===== src/rtl/wb_conbus_rr.sv =====
// Shared-bus Wishbone interconnect with round-robin arbitration.
// It routes ack/err back to the owning master, returns an error for
// unmapped addresses and uses an ack timeout so a stalled slave cannot hang
// the bus.
module wb_conbus_rr #(
  parameter int NUM_M    = 4,
  parameter int NUM_S    = 8,
  parameter int ADDR_W   = 14,
  parameter int DATA_W   = 16,
  parameter int S_ADDR_W = 4,
  parameter logic [NUM_S*S_ADDR_W-1:0] S_BASE = {8'hEC, 8'hA8, 8'h64, 8'h20},
  parameter int TIMEOUT  = 255,
  localparam int SEL_W   = DATA_W/8
) (
  input  logic                     clk,
  input  logic                     rst,
  input  logic [NUM_M*ADDR_W-1:0]  m_adr_i,
  input  logic [NUM_M*DATA_W-1:0]  m_dat_i,
  input  logic [NUM_M*SEL_W-1:0]   m_sel_i,
  input  logic [NUM_M-1:0]         m_we_i,
  input  logic [NUM_M-1:0]         m_cyc_i,
  input  logic [NUM_M-1:0]         m_stb_i,
  output logic [DATA_W-1:0]        m_dat_o,
  output logic [NUM_M-1:0]         m_ack_o,
  output logic [NUM_M-1:0]         m_err_o,
  output logic [ADDR_W-1:0]        s_adr_o,
  output logic [DATA_W-1:0]        s_dat_o,
  output logic [SEL_W-1:0]         s_sel_o,
  output logic                     s_we_o,
  output logic [NUM_S-1:0]         s_cyc_o,
  output logic [NUM_S-1:0]         s_stb_o,
  input  logic [NUM_S*DATA_W-1:0]  s_dat_i,
  input  logic [NUM_S-1:0]         s_ack_i,
  output logic [NUM_M-1:0]         grant_o,
  output logic                     busy_o
);

  localparam int MW = (NUM_M > 1) ? $clog2(NUM_M) : 1;
  localparam int SW = (NUM_S > 1) ? $clog2(NUM_S) : 1;
  localparam int CW = (TIMEOUT > 0) ? $clog2(TIMEOUT + 1) : 1;

  typedef enum logic {IDLE, OWNED} state_t;

  state_t            state, state_nx;
  logic [NUM_M-1:0]  grant, grant_nx;
  logic [MW-1:0]     owner, owner_nx, last, last_nx;
  logic [CW-1:0]     cnt;
  logic              unm_q;

  logic [ADDR_W-1:0] o_adr;
  logic [DATA_W-1:0] o_dat;
  logic [SEL_W-1:0]  o_sel;
  logic              o_we, o_cyc, o_stb, stb_act;
  logic              mapped, sel_ok, ack_sel, to_hit, err_now, found;
  logic [SW-1:0]     sel;
  int                idx;

  // Arbiter state, owner and last-owner pointer registers
  always_ff @(posedge clk) begin
    if (rst) begin
      state <= IDLE;
      grant <= '0;
      owner <= '0;
      last  <= MW'(NUM_M - 1);
    end else begin
      state <= state_nx;
      grant <= grant_nx;
      owner <= owner_nx;
      last  <= last_nx;
    end
  end

  // Round-robin pick in IDLE; release when the owner drops cyc
  always_comb begin
    state_nx = state;
    grant_nx = grant;
    owner_nx = owner;
    last_nx  = last;
    found    = 1'b0;
    idx      = 0;
    case (state)
      IDLE: begin
        if (|m_cyc_i) begin
          for (int i = 1; i <= NUM_M; i++) begin
            idx = int'(last) + i;
            if (idx >= NUM_M) idx = idx - NUM_M;
            if (!found && m_cyc_i[idx]) begin
              found           = 1'b1;
              owner_nx        = MW'(idx);
              grant_nx        = '0;
              grant_nx[idx]   = 1'b1;
            end
          end
          state_nx = OWNED;
        end
      end
      OWNED: begin
        if (!o_cyc) begin
          state_nx = IDLE;
          grant_nx = '0;
          last_nx  = owner;
        end
      end
      default: state_nx = IDLE;
    endcase
  end

  // Owner's request signals; all zero while idle
  always_comb begin
    o_adr = '0;
    o_dat = '0;
    o_sel = '0;
    o_we  = 1'b0;
    o_cyc = 1'b0;
    o_stb = 1'b0;
    if (state == OWNED) begin
      o_adr = m_adr_i[int'(owner)*ADDR_W +: ADDR_W];
      o_dat = m_dat_i[int'(owner)*DATA_W +: DATA_W];
      o_sel = m_sel_i[int'(owner)*SEL_W +: SEL_W];
      o_we  = m_we_i[owner];
      o_cyc = m_cyc_i[owner];
      o_stb = m_stb_i[owner];
    end
  end

  // Address decode; scanning downward leaves the lowest matching slave
  always_comb begin
    mapped = 1'b0;
    sel    = '0;
    for (int k = NUM_S - 1; k >= 0; k--) begin
      if (o_adr[ADDR_W-1 -: S_ADDR_W] == S_BASE[k*S_ADDR_W +: S_ADDR_W]) begin
        mapped = 1'b1;
        sel    = SW'(k);
      end
    end
  end

  assign stb_act = o_cyc & o_stb;
  assign sel_ok  = o_cyc & mapped;
  assign ack_sel = sel_ok & s_ack_i[sel];
  // An ack in the expiry cycle wins, so the timeout only fires without ack
  assign to_hit  = (TIMEOUT != 0) && stb_act && !ack_sel &&
                   (cnt == CW'(TIMEOUT - 1));
  assign err_now = (state == OWNED) && (unm_q || to_hit) && !ack_sel;

  // Ack timeout counter: clears on ack, idle stb, expiry or owner change
  always_ff @(posedge clk) begin
    if (rst || state != OWNED || !stb_act || ack_sel || to_hit)
      cnt <= '0;
    else if (cnt != CW'(TIMEOUT))
      cnt <= cnt + CW'(1);
  end

  // Unmapped-address error, one cycle after the strobe is seen
  always_ff @(posedge clk) begin
    if (rst) unm_q <= 1'b0;
    else     unm_q <= (state == OWNED) && stb_act && !mapped && !unm_q;
  end

  // Slave-side strobes; stb is withheld in the cycle the timeout fires
  always_comb begin
    s_cyc_o = '0;
    s_stb_o = '0;
    if (sel_ok) begin
      s_cyc_o[sel] = 1'b1;
      s_stb_o[sel] = o_stb & ~to_hit;
    end
  end

  assign s_adr_o = o_adr;
  assign s_dat_o = o_dat;
  assign s_sel_o = o_sel;
  assign s_we_o  = o_we;
  assign m_dat_o = sel_ok ? s_dat_i[int'(sel)*DATA_W +: DATA_W] : '0;
  assign m_ack_o = ack_sel ? grant : '0;
  assign m_err_o = err_now ? grant : '0;
  assign grant_o = grant;
  assign busy_o  = (state == OWNED);

endmodule


===== config.mk =====
export PLATFORM = sky130hd
export DESIGN_NAME = wb_conbus_rr
export DESIGN_NICKNAME = d
export VERILOG_FILES = /design/src/rtl/wb_conbus_rr.sv
export SDC_FILE = /design/constraint.sdc
export NUM_CORES = 1
export LEC_CHECK = 0
export BUFFER_PORTS_ARGS = -buffer_cell sky130_fd_sc_hd__buf_4
export CORE_AREA = 2 2 139 141
export DETAILED_ROUTE_END_ITERATION = 16
export DIE_AREA = 0 0 141 143
export PLACE_DENSITY = 0.57
export SYNTH_ARGS = -nofsm -noshare
export SYNTH_HDL_FRONTEND = slang
export SYNTH_SLANG_ARGS = --single-unit
export TNS_END_PERCENT = 5

===== constraint.sdc =====
create_clock -name clk -period 7.4 [get_ports clk]
set_input_delay 0.37 -clock clk [delete_from_list [all_inputs] [get_ports clk]]
set_output_delay 0.37 -clock clk [all_outputs]
set_load 0.03 [all_outputs]

==> flow_summary_export.csv, run 1 <==
group,metric,value,unit
global_routing,grt_overflow,0,
job,max-cap-violations,0,
timing,drv_slew,0,
clocking,ctsResizeCount,0,
worst_hold_path,min_from,"rst",
timing,fin_ws,3.20,ns
worst_setup_path,path_max_fanout,58,
clocking,hold_buffers,0,
clocking,clock_latency,0.25,ns
synth,post_synth.cell_area_avg,8.69,um^2
clocking,post_cts_buffers,0,
clocking,cts.sinks,18,
timing,post-route-min-period,4.20,ns
clocking,path_clk_slew,0.05,ns
synth,syn_area,3560,um^2
synth,yosys_register_bits,18,
global_routing,track_usage,0.173,
final_layout,fin_nets,1023,
route,drc,0,
worst_setup_path,critical_path_class,"reg2out",
timing,relSlewSlack,0.310,
floorplanning,num_rows,50,
placement,io_buffers,355,
timing,tns,0,ns
synth,yosysUniqueCellTypes,49,
global_routing,antenna_found_initial,0,
placement,pre_cts_slack,3.44,ns
clocking,root_buffer,"clkbuf_16",
clocking,cts-buffers-inserted,3,
placement,hpwl,15800,um
pwr,switching_power,0.329,mW
clocking,cts_tree,"yes",
floorplanning,die_w,141,um
clocking,cts-htree-levels,1,
worst_setup_path,critPathLaunch,"owner[0]",
synth,yosys_warnings,0,
floorplanning,die-area,20200,um^2
pwr,combinationalPowerShare,0.708,
floorplanning,die_y,143,um
synth,async_reset_ff_frac,0,
pwr,power.density,123,nW/um^2
timing,tightest_slew,1.04,ns
synth,syn_nets,694,
route,vias_per_cell,4.91,
pwr,power.share.clock,0.150,
final_layout,fill_cells,1963,
final_layout,antenna_cells,0,
floorplanning,core_area,18600,um^2
worst_setup_path,arrival,3.83,ns
worst_setup_path,cp-start-kind,"register",
worst_setup_path,end_kind,"primary output",
synth,synth_edf_count,0,
pwr,leakage,2.93,nW
synth,yosys_most_used_dff,"dfxtp_1",
pwr,swShare,0.412,
timing,timing.hold.ws,0.391,ns
route,vias,4769,
route,routed_wl,19100,um
route,wire_per_inst,19.7,um
clocking,clockBufferDepth,2,
placement,gp_congestion,0.857,
synth,synthCells,410,
floorplanning,initial_utilization,0.192,
timing,period_share,0.567,
global_routing,grt_max_degree,59,
final_layout,area_delta_synth_final,83.0,%
worst_setup_path,r2r_start,"owner[0]",
synth,synth.yosys.seq_area_share,0.101,
timing,worst_clock_skew,0.00109,ns
global_routing,grt_pass1_vias,4766,
timing,max_freq,238,MHz
pwr,p_int,0.470,mW
floorplanning,num_io_pins,356,
worst_setup_path,required,7.03,ns
route,dr.pass1.iters,4,
pwr,peakVddDrop,0.0752,mV
timing,rsz0062_at_grt,"no",
outcome,status,"finished clean",
timing,hold_violations,0,
timing,setup_viol,0,
pwr,p_seq_frac,0.142,
global_routing,grt_pass1_wl,27200,um
route,antenna_left,0,
route,drt-initial-drc-count,260,
final_layout,drive_gt1_frac,0.569,
worst_hold_path,hold_class,"in2reg",
[cell families (layout without fill, tap and decap cells)]
| group | count (synthesis) | in the layout | synth area share |
|---|---|---|---|
| simple gates | 149 | 149 | 0.242 |
| compound gates | 120 | 120 | 0.248 |
| mux | 68 | 68 | 0.326 |
| buf+inv | 46 | 374 | 0.0541 |
| flops | 18 | 18 | 0.101 |
| fa+ha+maj | 6 | 6 | 0.0211 |
| xor+xnor | 3 | 3 | 0.00737 |
[placed cells by master (no fill, tap or decap), drive strengths merged, types with 2 or more instances in the layout]
cell type and instances:
nor3 14, a211o 2, o211ai 24, and4 3, and3b 2, and4b 2
a2bb2oi 16, nand2 10, nand4 3, o22ai 17, dfxtp 18, and2 39
nand2b 6, or4 2, o31ai 17, a2111oi 3, xor2 2, clkbuf 4
nor3b 2, or3 2, and3 2, o41ai 2, nand3b 6, or2 2
o21ai 5, mux4 38, ha 6, nor2b 18, mux2 5, nor2 22
a21oi 8, inv 6, nand3 10, a211oi 21, buf 364, mux2i 25
[layer usage]
metal  track usage  up-vias  part of all wire
met5             0        -                 0
met4        0.0295        0             0.011
met3        0.0355       13             0.084
met2         0.324      260              0.53
met1         0.207     2206              0.38
li1              -     2290                 -
[flip-flops by register name (all words and copies together), names as in the netlist]
name,cells
cnt,8
grant_o,4
last,2
owner,2
busy_o,1
unm_q,1
[final cells by class]
cell class                      count  area, um^2  area share
Timing Repair Buffer              364        2730       0.419
Clock buffer                        4        88.8      0.0136
Sequential cell                    18         362      0.0554
Inverter                            6        22.5     0.00345
Tap cell                          234         293      0.0449
Multi-Input combinational cell    346        3020       0.464
[power groups by stage]
stage	Clock (mW)	Combinational (mW)	Sequential, mW
finish	0.120	0.565	0.114
global route	0.128	0.605	0.115
CTS	0.124	0.574	0.114
detailed placement	0	0.572	0.116
global placement	0	0.567	0.116
floorplan	0	0.333	0.120
[final timing paths]
| check | end | slack [ns] | depth (start not counted) |
|---|---|---|---|
| worst max-delay path | m_ack_o[2] | 3.20 | 9 |
| worst max register to register | cnt[1] | 3.80 | 8 |
| worst min-delay path | busy_o | 0.39 | 2 |
| worst min register to register | unm_q | 0.41 | 1 |
[worst max-delay path, cell delays in order (launching register included)]
cell and delay, ns:
dfxtp_2 0.31, buf_4 0.53, mux4_2 0.35, buf_4 0.56, or4b_1 0.49, buf_4 0.27, a211o_1 0.33, o211a_2 0.24
and2_1 0.21, buf_4 0.16
[through the flow]
stage	utilization	total power [mW]	area, um^2	instances
finish	0.351	0.799	6520	972
global route	0.351	0.849	6520	972
CTS	0.351	0.812	6520	972
detailed placement	0.346	0.688	6430	968
global placement	0.346	0.683	6430	968
floorplan	-	0.453	3560	410
[synth_stat cells (5+ instances only)]
| master | number | area, um^2 |
|---|---|---|
| nor3_1 | 14 | 70.1 |
| o21ai_0 | 5 | 25.0 |
| o31ai_1 | 17 | 128 |
| clkbuf_1 | 28 | 105 |
| a211oi_1 | 21 | 158 |
| nor2b_1 | 18 | 113 |
| mux4_2 | 38 | 856 |
| nand2_1 | 10 | 37.5 |
| nand3_1 | 10 | 50.1 |
| nand2b_1 | 6 | 37.5 |
| a21oi_1 | 8 | 40.0 |
| and2_1 | 39 | 244 |
| inv_1 | 6 | 22.5 |
| o22ai_1 | 17 | 106 |
| nor2_1 | 22 | 82.6 |
| nand3b_1 | 6 | 45.0 |
| mux2_2 | 5 | 56.3 |
| buf_1 | 6 | 22.5 |
| a2bb2oi_1 | 16 | 140 |
| ha_1 | 6 | 75.1 |
| o211ai_1 | 24 | 180 |
| dfxtp_1 | 18 | 360 |
| mux2i_1 | 25 | 250 |
No activity file was read; power rests on OpenSTA's default activity.
==> run 2: changes to the inputs <==
--- a/config.mk
+++ b/config.mk
@@ -9,7 +9,7 @@
 export CORE_AREA = 2 2 139 141
 export DETAILED_ROUTE_END_ITERATION = 16
 export DIE_AREA = 0 0 141 143
-export PLACE_DENSITY = 0.57
+export PLACE_DENSITY = 0.59
 export SYNTH_ARGS = -nofsm -noshare
 export SYNTH_HDL_FRONTEND = slang
 export SYNTH_SLANG_ARGS = --single-unit
==> constraint.sdc (replaced) <==
create_clock -name clk -period 3.36 [get_ports clk]
set_input_delay 0.168 -clock clk [delete_from_list [all_inputs] [get_ports clk]]
set_output_delay 0.168 -clock clk [all_outputs]
set_load 0.03 [all_outputs]
==> flow_summary_export.csv, run 2 (synthesized netlist as in run 1, its figures left out) <==
group,metric,value,unit
floorplanning,die_y,143,um
global_routing,grt_max_degree,46,
route,vias_per_cell,4.94,
placement,pre_cts_slack,0.653,ns
final_layout,area_delta_synth_final,84.0,%
final_layout,fill_cells,1974,
outcome,status,"finished clean",
worst_setup_path,end_kind,"primary output",
placement,dp_cells,973,
worst_setup_path,cp-start-kind,"register",
clocking,hold_buffers,0,
timing,tightest_slew,0.571,ns
clocking,ctsResizeCount,0,
final_layout,regArea,363,um^2
worst_setup_path,path_max_fanout,36,
floorplanning,die_w,141,um
floorplanning,die-area,20200,um^2
final_layout,multi_input_area,3020,um^2
floorplanning,core_area,18600,um^2
timing,post-route-min-period,2.97,ns
final_layout,antenna_cells,0,
timing,hold_violations,0,
floorplanning,initial_utilization,0.192,
timing,relSlewSlack,0.619,
timing,drv_slew,0,
route,drc,0,
clocking,post_cts_buffers,0,
route,routed_wl,18800,um
route,wire_per_inst,19.3,um
clocking,clockBufferDepth,2,
clocking,cts.sinks,18,
pwr,power.density,272,nW/um^2
worst_setup_path,required,3.19,ns
final_layout,fin_cells,977,
route,antenna_left,0,
clocking,cts-htree-levels,1,
timing,worst_clock_skew,0.000697,ns
route,drt-initial-drc-count,165,
timing,period_share,0.883,
global_routing,grt_pass1_wl,26800,um
timing,rsz0062_at_grt,"no",
final_layout,fin_util,0.353,
timing,tns,0,ns
placement,dpl_cell_area,6470,um^2
final_layout,finalInstanceArea,6560,um^2
pwr,power,1.78,mW
clocking,cts_tree,"yes",
timing,timing.hold.ws,0.185,ns
route,dr.pass1.iters,4,
pwr,leakage,2.95,nW
final_layout,final_common_cell,"buf_4",
global_routing,track_usage,0.170,
worst_setup_path,arrival,2.80,ns
route,vias,4831,
clocking,clock_latency,0.25,ns
final_layout,largest_reg_flops,8,
worst_setup_path,critical_path_class,"reg2out",
global_routing,grt_pass1_vias,4756,
timing,fin_ws,0.394,ns
clocking,cts-buffers-inserted,3,
job,max-cap-violations,0,
clocking,path_clk_slew,0.06,ns
floorplanning,num_io_pins,356,
floorplanning,num_rows,50,
placement,hpwl,15800,um
placement,io_buffers,355,
final_layout,largest_register,"cnt",
placement,gp_congestion,0.841,
worst_setup_path,reg2reg_slack,0.79,ns
global_routing,antenna_found_initial,0,
worst_hold_path,hold_class,"in2reg",
final_layout,fin_nets,1028,
timing,setup_viol,0,
pwr,peakVddDrop,0.166,mV
final_layout,layout.cells.most_common_list,"369 x buf_4, 39 x and2_1, 38 x mux4_2, 25 x mux2i_1, 24 x o211ai_1",
global_routing,grt_overflow,0,
final_layout,drive_gt1_frac,0.572,
timing,max_freq,337,MHz
clocking,root_buffer,"clkbuf_16",
run 2: power by group:
group	leakage (nW)	internal, mW	switching, mW
sequential	0.147	0.231	0.0245
clock	0.0442	0.181	0.0860
combinational	2.76	0.632	0.629
total	2.95	1.04	0.740
run 2: final timing paths:
path,startpoint,to,cells after the start
setup / recovery,owner[0],m_dat_o[15],7
hold reg to reg,unm_q,unm_q,1
setup reg to reg,owner[0],cnt[1],5
hold / removal,rst,busy_o,2
run 2: area by class of cell:
cell class                 instances  area share
sequential                        18      0.0553
multi-input combinational        346       0.461
timing repair buffer             369       0.422
clock buffer                       4      0.0135
inverter                           6     0.00343
tap                              234      0.0446
run 2: worst max-delay path, stage by stage (launching register included):
cell       delay, ns
dfxtp_2         0.48
mux4_2          0.65
or4b_1          0.52
buf_4           0.28
a2bb2oi_1       0.18
o211ai_1        0.11
o31ai_1         0.12
buf_4           0.19
run 2: routing by layer:
layer,GRT usage,part of all wire,up-vias
met4,0.0200,0.012,0
met1,0.212,0.39,2272
met3,0.0369,0.088,12
met5,0,0,-
li1,-,-,2305
met2,0.311,0.51,242
==> run 3: changes to the inputs <==
--- a/config.mk
+++ b/config.mk
@@ -9,7 +9,7 @@
 export CORE_AREA = 2 2 139 141
 export DETAILED_ROUTE_END_ITERATION = 16
 export DIE_AREA = 0 0 141 143
-export PLACE_DENSITY = 0.59
+export PLACE_DENSITY_LB_ADDON = 0.25
 export SYNTH_ARGS = -nofsm -noshare
 export SYNTH_HDL_FRONTEND = slang
 export SYNTH_SLANG_ARGS = --single-unit
==> flow_summary_export.csv, run 3 (synthesized netlist as in run 1, its figures left out) <==
group,metric,value,unit
clocking,post_cts_buffers,0,
global_routing,grt_pass1_wl,27800,um
clocking,path_clk_slew,0.06,ns
clocking,clock_latency,0.25,ns
clocking,cts.sinks,18,
job,max-cap-violations,0,
timing,rsz0062_at_grt,"no",
final_layout,finalInstanceArea,6600,um^2
route,drc,0,
pwr,leakage,2.97,nW
timing,post-route-min-period,2.96,ns
placement,gp_congestion,0.835,
timing,relSlewSlack,0.583,
worst_setup_path,r2r_start,"last[1]",
floorplanning,initial_utilization,0.192,
route,vias,4820,
worst_setup_path,cpMostUsedCell,"buf_4",
pwr,power,1.79,mW
timing,hold_violations,0,
pwr,power.density,271,nW/um^2
final_layout,drive_gt1_frac,0.574,
clocking,cts_tree,"yes",
final_layout,fin_nets,1031,
worst_setup_path,rr_worst_depth,7,
clocking,cts-htree-levels,1,
placement,io_buffers,355,
timing,worst_clock_skew,0.00267,ns
worst_setup_path,worst_path_max_delay_cell,"mux4_2",
clocking,cts-buffers-inserted,3,
placement,dp_cells,976,
floorplanning,num_rows,50,
worst_setup_path,crit_chain,"mux4_2, or4b_1, buf_4, a2bb2oi_1, o211ai_1, o31ai_1, buf_4",
worst_hold_path,min_from,"rst",
global_routing,grt_overflow,0,
floorplanning,num_io_pins,356,
final_layout,largest_reg_flops,8,
timing,drv_slew,0,
placement,hpwl,16400,um
route,dr.pass1.iters,4,
route,antenna_left,0,
timing,max_freq,338,MHz
final_layout,layout.cells.most_common_list,"371 x buf_4, 39 x and2_1, 38 x mux4_2, 25 x mux2i_1, 24 x o211ai_1",
clocking,root_buffer,"clkbuf_16",
final_layout,area_delta_synth_final,85.1,%
worst_setup_path,required,3.19,ns
worst_setup_path,reg2reg_slack,0.76,ns
final_layout,fin_cells,981,
route,routed_wl,19300,um
timing,tns,0,ns
worst_setup_path,end_kind,"primary output",
worst_setup_path,path_max_fanout,36,
worst_hold_path,holdPathEnd,"busy_o",
outcome,status,"finished clean",
timing,tightest_slew,0.618,ns
floorplanning,die-area,20200,um^2
route,vias_per_cell,4.91,
worst_setup_path,arrival,2.79,ns
timing,timing.hold.ws,0.192,ns
placement,dpl_cell_area,6510,um^2
clocking,clockBufferDepth,2,
final_layout,final_common_cell,"buf_4",
worst_hold_path,hold_class,"in2reg",
clocking,ctsResizeCount,0,
worst_setup_path,cp-start-kind,"register",
final_layout,fill_cells,1969,
worst_setup_path,critical_path_class,"reg2out",
worst_hold_path,hold_path_depth,2,
worst_setup_path,r2r_end,"grant_o[1]",
timing,setup_viol,0,
floorplanning,die_y,143,um
global_routing,antenna_found_initial,1,
global_routing,track_usage,0.177,
pwr,peakVddDrop,0.142,mV
floorplanning,die_w,141,um
route,drt-initial-drc-count,184,
timing,period_share,0.881,
route,wire_per_inst,19.7,um
global_routing,grt_pass1_vias,4985,
global_routing,grt_max_degree,37,
final_layout,largest_register,"cnt",
floorplanning,core_area,18600,um^2
worst_setup_path,cpPeakStageDelay,0.64,ns
clocking,hold_buffers,0,
## run 3: cell count changes in the layout (fill, tap and decap cells not counted)
cell     before  now
buf_12        0    1
buf_4       369  371
diode_2       0    1
## run 3: area by class of cell
type / instances / area [um^2] / area share
Timing Repair Buffer: 372 / 2810 / 0.425
Tap cell: 234 / 293 / 0.0444
Clock buffer: 4 / 88.8 / 0.0135
Inverter: 6 / 22.5 / 0.00341
Sequential cell: 18 / 363 / 0.0550
Multi-Input combinational cell: 346 / 3020 / 0.458
Antenna cell: 1 / 2.50 / 0.000379
## run 3: power breakdown
group	internal (mW)	switching (mW)
Sequential	0.231	0.0253
Combinational	0.642	0.617
Clock	0.182	0.0898
## run 3: how the worst max path moves through the flow
| stage | startpoint | endpoint | slack, ns |
|---|---|---|---|
| final | owner[0] | m_dat_o[4] | 0.40 |
| after global routing | owner[0] | s_stb_o[2] | 0.17 |
| after CTS | owner[0] | s_stb_o[2] | 0.37 |
| after detailed placement | owner[0] | m_dat_o[4] | 0.65 |
| after global placement | owner[0] | m_dat_o[3] | 0.69 |
| after floorplan | owner[0] | s_stb_o[2] | 0.001 |
## run 3: per-layer routing
layer / global-route usage / wire length, um / share of wire / vias to the layer above
met5: 0 / 0 / 0 / -
met4: 0.0374 / 386 / 0.020 / 0
met1: 0.203 / 7190 / 0.37 / 2238
met2: 0.334 / 10100 / 0.52 / 252
li1: - / - / - / 2309
met3: 0.0429 / 1600 / 0.083 / 21
## run 3: per-stage QoR
step,setup slack (ns),util
6_report,0.400,0.355
2_1_floorplan,0.00105,-
5_1_grt,0.169,0.355
3_5_place_dp,0.653,0.350
3_3_place_gp,0.695,0.350
4_1_cts,0.369,0.355
## run 3: worst max-delay path: cells and delay by family (launching register included)
family | cells | cell delay, ns
muxes | 1 | 0.64
and+or+nand+nor | 1 | 0.53
DFF | 1 | 0.47
buffers and inverters | 2 | 0.45
AOI/OAI and AO/OA | 3 | 0.40
